`config.mk`:
```
export PLATFORM = sky130hd
export DESIGN_NAME = chkrpl_arb
export DESIGN_NICKNAME = d
export VERILOG_FILES = /design/src/rtl/chkrpl_pkg.sv /design/src/rtl/chkrpl_rr_pick.sv /design/src/rtl/chkrpl_arb.sv
export SDC_FILE = /design/constraint.sdc
export NUM_CORES = 1
export LEC_CHECK = 0
export CAP_MARGIN = 20
export CORE_UTILIZATION = 39
export DETAILED_ROUTE_END_ITERATION = 12
export PLACE_DENSITY = 0.83
export SYNTH_ARGS = -nofsm -noshare
export SYNTH_HDL_FRONTEND = slang
export SYNTH_SLANG_ARGS = --single-unit
```
`constraint.sdc`:
```
create_clock -name clk -period 3.1 [get_ports clk]
set_input_delay 0.465 -clock clk [delete_from_list [all_inputs] [get_ports clk]]
set_output_delay 0.465 -clock clk [all_outputs]
set_load 0.01 [all_outputs]
```
`src/rtl/chkrpl_pkg.sv`:
```
// Shared constants and types for the chkrpl_arb round-robin pipeline sequencer.
package chkrpl_pkg;
  localparam int unsigned DW       = 4;
  localparam int unsigned LAT      = 3;
  localparam int unsigned IDLE_VAL = 10;
  // Tag id is sized for the largest supported requester count (8).
  localparam int unsigned IDW_MAX  = 3;

  typedef enum logic [1:0] {RUN, DRAIN, DONE} state_t;

  typedef struct packed {
    logic               v;
    logic [IDW_MAX-1:0] id;
  } tag_t;
endpackage

```
`src/rtl/chkrpl_rr_pick.sv`:
```
// Combinational round-robin pick: first set request after ptr_i, with wrap-around.
module chkrpl_rr_pick #(
  parameter  int unsigned NREQ = 4,
  localparam int unsigned IDW  = $clog2(NREQ)
) (
  input  logic [NREQ-1:0] req_i,
  input  logic [IDW-1:0]  ptr_i,
  output logic [NREQ-1:0] gnt_o,
  output logic [IDW-1:0]  idx_o,
  output logic            any_o
);
  logic [IDW-1:0] cand;

  always_comb begin
    gnt_o = '0;
    idx_o = '0;
    any_o = 1'b0;
    cand  = '0;
    for (int unsigned i = 1; i <= NREQ; i++) begin
      cand = IDW'((32'(ptr_i) + i) % NREQ);
      if (!any_o && req_i[cand]) begin
        any_o       = 1'b1;
        gnt_o[cand] = 1'b1;
        idx_o       = cand;
      end
    end
  end
endmodule

```
`src/rtl/chkrpl_arb.sv`:
```
// Round-robin arbiter feeding a shared fixed-latency pipeline, with ID tag pipe and flush/drain FSM.
// Optional per-requester grant counters are built when CHKRPL_ARB_PERF_EN is defined.
module chkrpl_arb #(
  parameter  int unsigned NREQ     = 4,
  parameter  int unsigned DW       = chkrpl_pkg::DW,
  parameter  int unsigned LAT      = chkrpl_pkg::LAT,
  parameter  int unsigned IDLE_VAL = chkrpl_pkg::IDLE_VAL,
  localparam int unsigned IDW      = $clog2(NREQ)
) (
  input  logic              clk,
  input  logic              reset,
  input  logic [NREQ-1:0]    req_valid,
  input  logic [NREQ*DW-1:0] req_data,
  output logic [NREQ-1:0]    req_ready,
  output logic [DW-1:0]      pl_d_in,
  input  logic [DW-1:0]      pl_d_out,
  output logic               rsp_valid,
  output logic [IDW-1:0]     rsp_id,
  output logic [DW-1:0]      rsp_data,
  input  logic               flush,
  output logic               flush_done,
  output logic               busy,
  input  logic               test_mode,
  input  logic               scan_en,
  input  logic               scan_in0,
  output logic               scan_out0
`ifdef CHKRPL_ARB_PERF_EN
  ,
  input  logic [IDW-1:0]     perf_sel,
  output logic [15:0]        perf_cnt
`endif
);
  import chkrpl_pkg::*;

  state_t         state_q, state_d;
  logic [IDW-1:0] rr_ptr_q, rr_ptr_d;
  tag_t           tag_q [LAT];
  logic           grant_en;
  logic           accept;
  logic [NREQ-1:0] gnt;
  logic [IDW-1:0] gnt_idx;
  logic           unused_bits;

  // Grants only in RUN and never in the cycle flush is first seen.
  assign grant_en = (state_q == RUN) && !flush && !reset;

  chkrpl_rr_pick #(.NREQ(NREQ)) u_pick (
    .req_i (req_valid & {NREQ{grant_en}}),
    .ptr_i (rr_ptr_q),
    .gnt_o (gnt),
    .idx_o (gnt_idx),
    .any_o (accept)
  );

  assign req_ready = gnt;
  assign pl_d_in   = accept ? req_data[gnt_idx*DW +: DW] : DW'(IDLE_VAL);
  assign rr_ptr_d  = accept ? gnt_idx : rr_ptr_q;

  assign rsp_valid = tag_q[LAT-1].v;
  assign rsp_id    = tag_q[LAT-1].id[IDW-1:0];
  assign rsp_data  = pl_d_out;
  assign scan_out0 = 1'b0;
  assign unused_bits = ^{test_mode, scan_en, scan_in0, tag_q[LAT-1].id};

  always_comb begin
    busy = 1'b0;
    for (int unsigned i = 0; i < LAT; i++) busy = busy | tag_q[i].v;
  end

  always_comb begin
    state_d    = state_q;
    flush_done = 1'b0;
    case (state_q)
      RUN:   if (flush) state_d = DRAIN;
      DRAIN: if (!busy) begin
               flush_done = 1'b1;
               state_d    = DONE;
             end
      DONE:  if (!flush) state_d = RUN;
      default: state_d = RUN;
    endcase
  end

  always_ff @(posedge clk or posedge reset) begin
    if (reset) begin
      state_q  <= RUN;
      rr_ptr_q <= IDW'(NREQ - 1);
      for (int unsigned i = 0; i < LAT; i++) tag_q[i] <= '0;
    end else begin
      state_q  <= state_d;
      rr_ptr_q <= rr_ptr_d;
      tag_q[0] <= '{v: accept, id: IDW_MAX'(gnt_idx)};
      for (int unsigned i = 1; i < LAT; i++) tag_q[i] <= tag_q[i-1];
    end
  end

`ifdef CHKRPL_ARB_PERF_EN
  localparam int unsigned NSLOT = 2**IDW;
  logic [15:0]      cnt_q [NSLOT];
  logic [NSLOT-1:0] gnt_ext;

  // Slots above NREQ exist only so perf_sel can never index out of range; they stay zero.
  assign gnt_ext  = NSLOT'(gnt);
  assign perf_cnt = cnt_q[perf_sel];

  always_ff @(posedge clk or posedge reset) begin
    if (reset) begin
      for (int unsigned i = 0; i < NSLOT; i++) cnt_q[i] <= '0;
    end else if (flush_done) begin
      for (int unsigned i = 0; i < NSLOT; i++) cnt_q[i] <= '0;
    end else begin
      for (int unsigned i = 0; i < NSLOT; i++)
        if (gnt_ext[i] && (cnt_q[i] != '1)) cnt_q[i] <= cnt_q[i] + 16'd1;
    end
  end
`endif
endmodule

```
==> impl_metrics.ini <==
[run_status]
status = complete, but fails checks
violations = setup timing

[global_route]
grt.total_usage = 0.210
grt_max_degree = 15
grt_pass1_wl_mm = 5.60
grt_overflow = 0
grt_pass1_vias = 1237
antenna_found_initial = 0

[synth]
synth_fp_nets = 176
yosys_most_used_dff = dfrtp_1
synthTopCellsByArea = dfrtp_1 22%, ha_1 8.1%, mux2i_1 7.3%
netlist_instances = 138
synth.top_cell.area_share = 0.222
yosys_warnings = 0
async_reset_ff_frac = 1.00
ys_ff_latch = 13
seq_area_frac_synth = 0.265
synth_top_cell_by_area = dfrtp_1
synth_cell_type_count = 47
syn_avg_cell_area_um2 = 8.97
synth_area_um2 = 1240
synth_edf_count = 0

[layout]
area_growth_pct = 49.7
fin_nets = 231
fill_cells = 270
drive_gt1_frac = 0.349
antennaDiodeCount = 0

[cts]
clockRootBuffer = clkbuf_4
cts.sinks = 13
cts_made_buffers = 3
cts_hold_repair.buffers = 0
clkTransAtPathRegs_ns = 0.08
htreeDepth = 1
cts_tree = built
cts_buffer_depth = 2
insertion_delay_ns = 0.27

[timing]
rsz0062_at_grt = yes
fmax_ghz = 0.311
period_needed_ns = 3.22
hold_violations = 0
fin_crit_sh = 1.04
skew_ns = 0.00521
final_max_slew_viol_count = 0
fin_hold_ws_ns = 0.354
fin_setup_tns_ns = -0.193
setup_slack_ns = -0.116
setup_violations = 3

[critical_path]
r2r_end = rr_ptr_q[1]
r2r_slack_ns = 0.97
path_delay_family = buffers and inverters
cp_common_cell = buf_6
crit_path_max_incr_delay_ns = 0.55
cp_num_buf_inv = 6
cp-end-kind = output pin
required_ns = 2.63
critical_path_class = flip-flop to output pin
critPathArrivalTime_ns = 2.75
rr_worst_depth = 9
slowest_stage = dfstp_2
critPathMaxFanout = 5
crit_path_start = rr_ptr_q[0]
critPathLaunchType = flip-flop
r2r-start = rr_ptr_q[0]
path_cells = inv_2 > ha_4 > buf_6 > mux2i_4 > or3_1 > a21oi_2 > buf_4 > buf_6 > buf_6 > a22oi_2 > o211ai_1 > buf_2

[power]
p_leak_nw = 0.823
p_total_w = 0.00140
ir_drop_mv = 0.436
powerDensity_nw_per_um2 = 757

[run]
drv_cap = 0

[floorplan]
ios = 48
die_area_um2 = 3400
start_util = 0.409
core_area_um2 = 3030
die_w_um = 58.3
core.rowCount = 20
die_h_um = 58.3

[detailed_routing]
wl_mm = 3.50
wire_per_inst_um = 14.8
drc = 0
drtPass1Iterations = 4
vias = 1266
drtAntennaViolNets = 0
viasPerCell = 5.36
drtIter0Drc = 33

[hold_path]
hold_path_end = tag_q[5]
min_path_cells = 0
worstHoldStart = tag_q[9]
worstHoldPathType = flip-flop to flip-flop

[placed_design]
hpwl_mm = 2.51
place_ws_ns = -0.259
gp_congestion = 0.855
portBuffers = 35
kinds of logic after synthesis:
group | count (synthesis) | share of synthesized area
AND/OR/NAND/NOR | 49 | 0.208
AO/OA/AOI/OAI | 30 | 0.195
buffers and inverters | 23 | 0.126
multiplexers | 14 | 0.121
flip-flops | 13 | 0.265
adder cells (fa/ha/maj) | 8 | 0.0809
other | 1 | 0.00303
synthesized netlist by cell type (3+ instances only):
master	n
or3_1	3
dfrtp_1	11
buf_4	8
nand2_1	15
nor2_1	9
nor3_1	6
o21ai_0	4
ha_1	8
mux2i_1	9
a22oi_1	4
buf_6	5
inv_1	6
mux2_1	3
o211ai_1	4
metal layers:
layer	up-vias	global-route usage	wire (um)
met1	627	0.252	1400
li1	598	-	-
met2	33	0.401	1960
met4	0	0.0680	72
met5	-	0	0
met3	8	0.00659	77
cell usage in the layout, fill, tap and decap left out, drive strengths merged, types with 5 or more instances in the layout:
cell type / synthesis / final
buf: 15 / 35
clkdlybuf4s50: 0 / 24
clkbuf: 1 / 8
nor2: 9 / 9
nor3: 6 / 6
dfrtp: 11 / 11
o21ai: 6 / 6
ha: 8 / 8
nand2: 16 / 16
mux2: 5 / 5
inv: 7 / 7
mux2i: 9 / 9
registers in the layout, indices dropped and copies added (netlist names):
signal	flops
state_q	2
tag_q	6
rr_ptr_q	2
rsp_id	2
rsp_valid	1
final cells by class:
type / count / area, um2 / share of cell area
clock buffer: 4 / 26.3 / 0.0142
inverter: 7 / 26.3 / 0.0142
sequential: 13 / 328 / 0.177
timing repair buffer: 66 / 562 / 0.303
tap: 44 / 55.1 / 0.0297
multi-input combinational: 102 / 856 / 0.462
power breakdown:
part           internal, W  total [W]  switching, W  leakage [nW]
logic             0.000532    0.00105      0.000515         0.638
clock network    0.0000497   0.000100     0.0000503        0.0150
registers         0.000224   0.000256     0.0000321         0.169
per-stage QoR:
step           instances  utilization  area, um2
6_report             236        0.612       1850
5_1_grt              236        0.612       1850
4_1_cts              235        0.598       1810
3_5_place_dp         222        0.552       1670
3_3_place_gp         222        0.552       1670
2_1_floorplan        138            -       1240
worst max path at each step:
stage	to	slack [ns]	cells past startpoint
2_1_floorplan	pl_d_in[2]	0.02	12
3_3_place_gp	pl_d_in[2]	-0.20	8
3_5_place_dp	pl_d_in[3]	-0.26	8
4_1_cts	pl_d_in[2]	-0.08	11
5_1_grt	req_ready[2]	-0.21	12
6_report	req_ready[2]	-0.12	12
timing repair:
item / 4_1_cts / 5_1_grt
resized for setup: 41 / 18
setup endpoints to repair: 8 / 8
pin swaps: 6 / 10
setup buffers: 9 / 3
cloned: 0 / 0
Power figures use the tool's default switching activity.
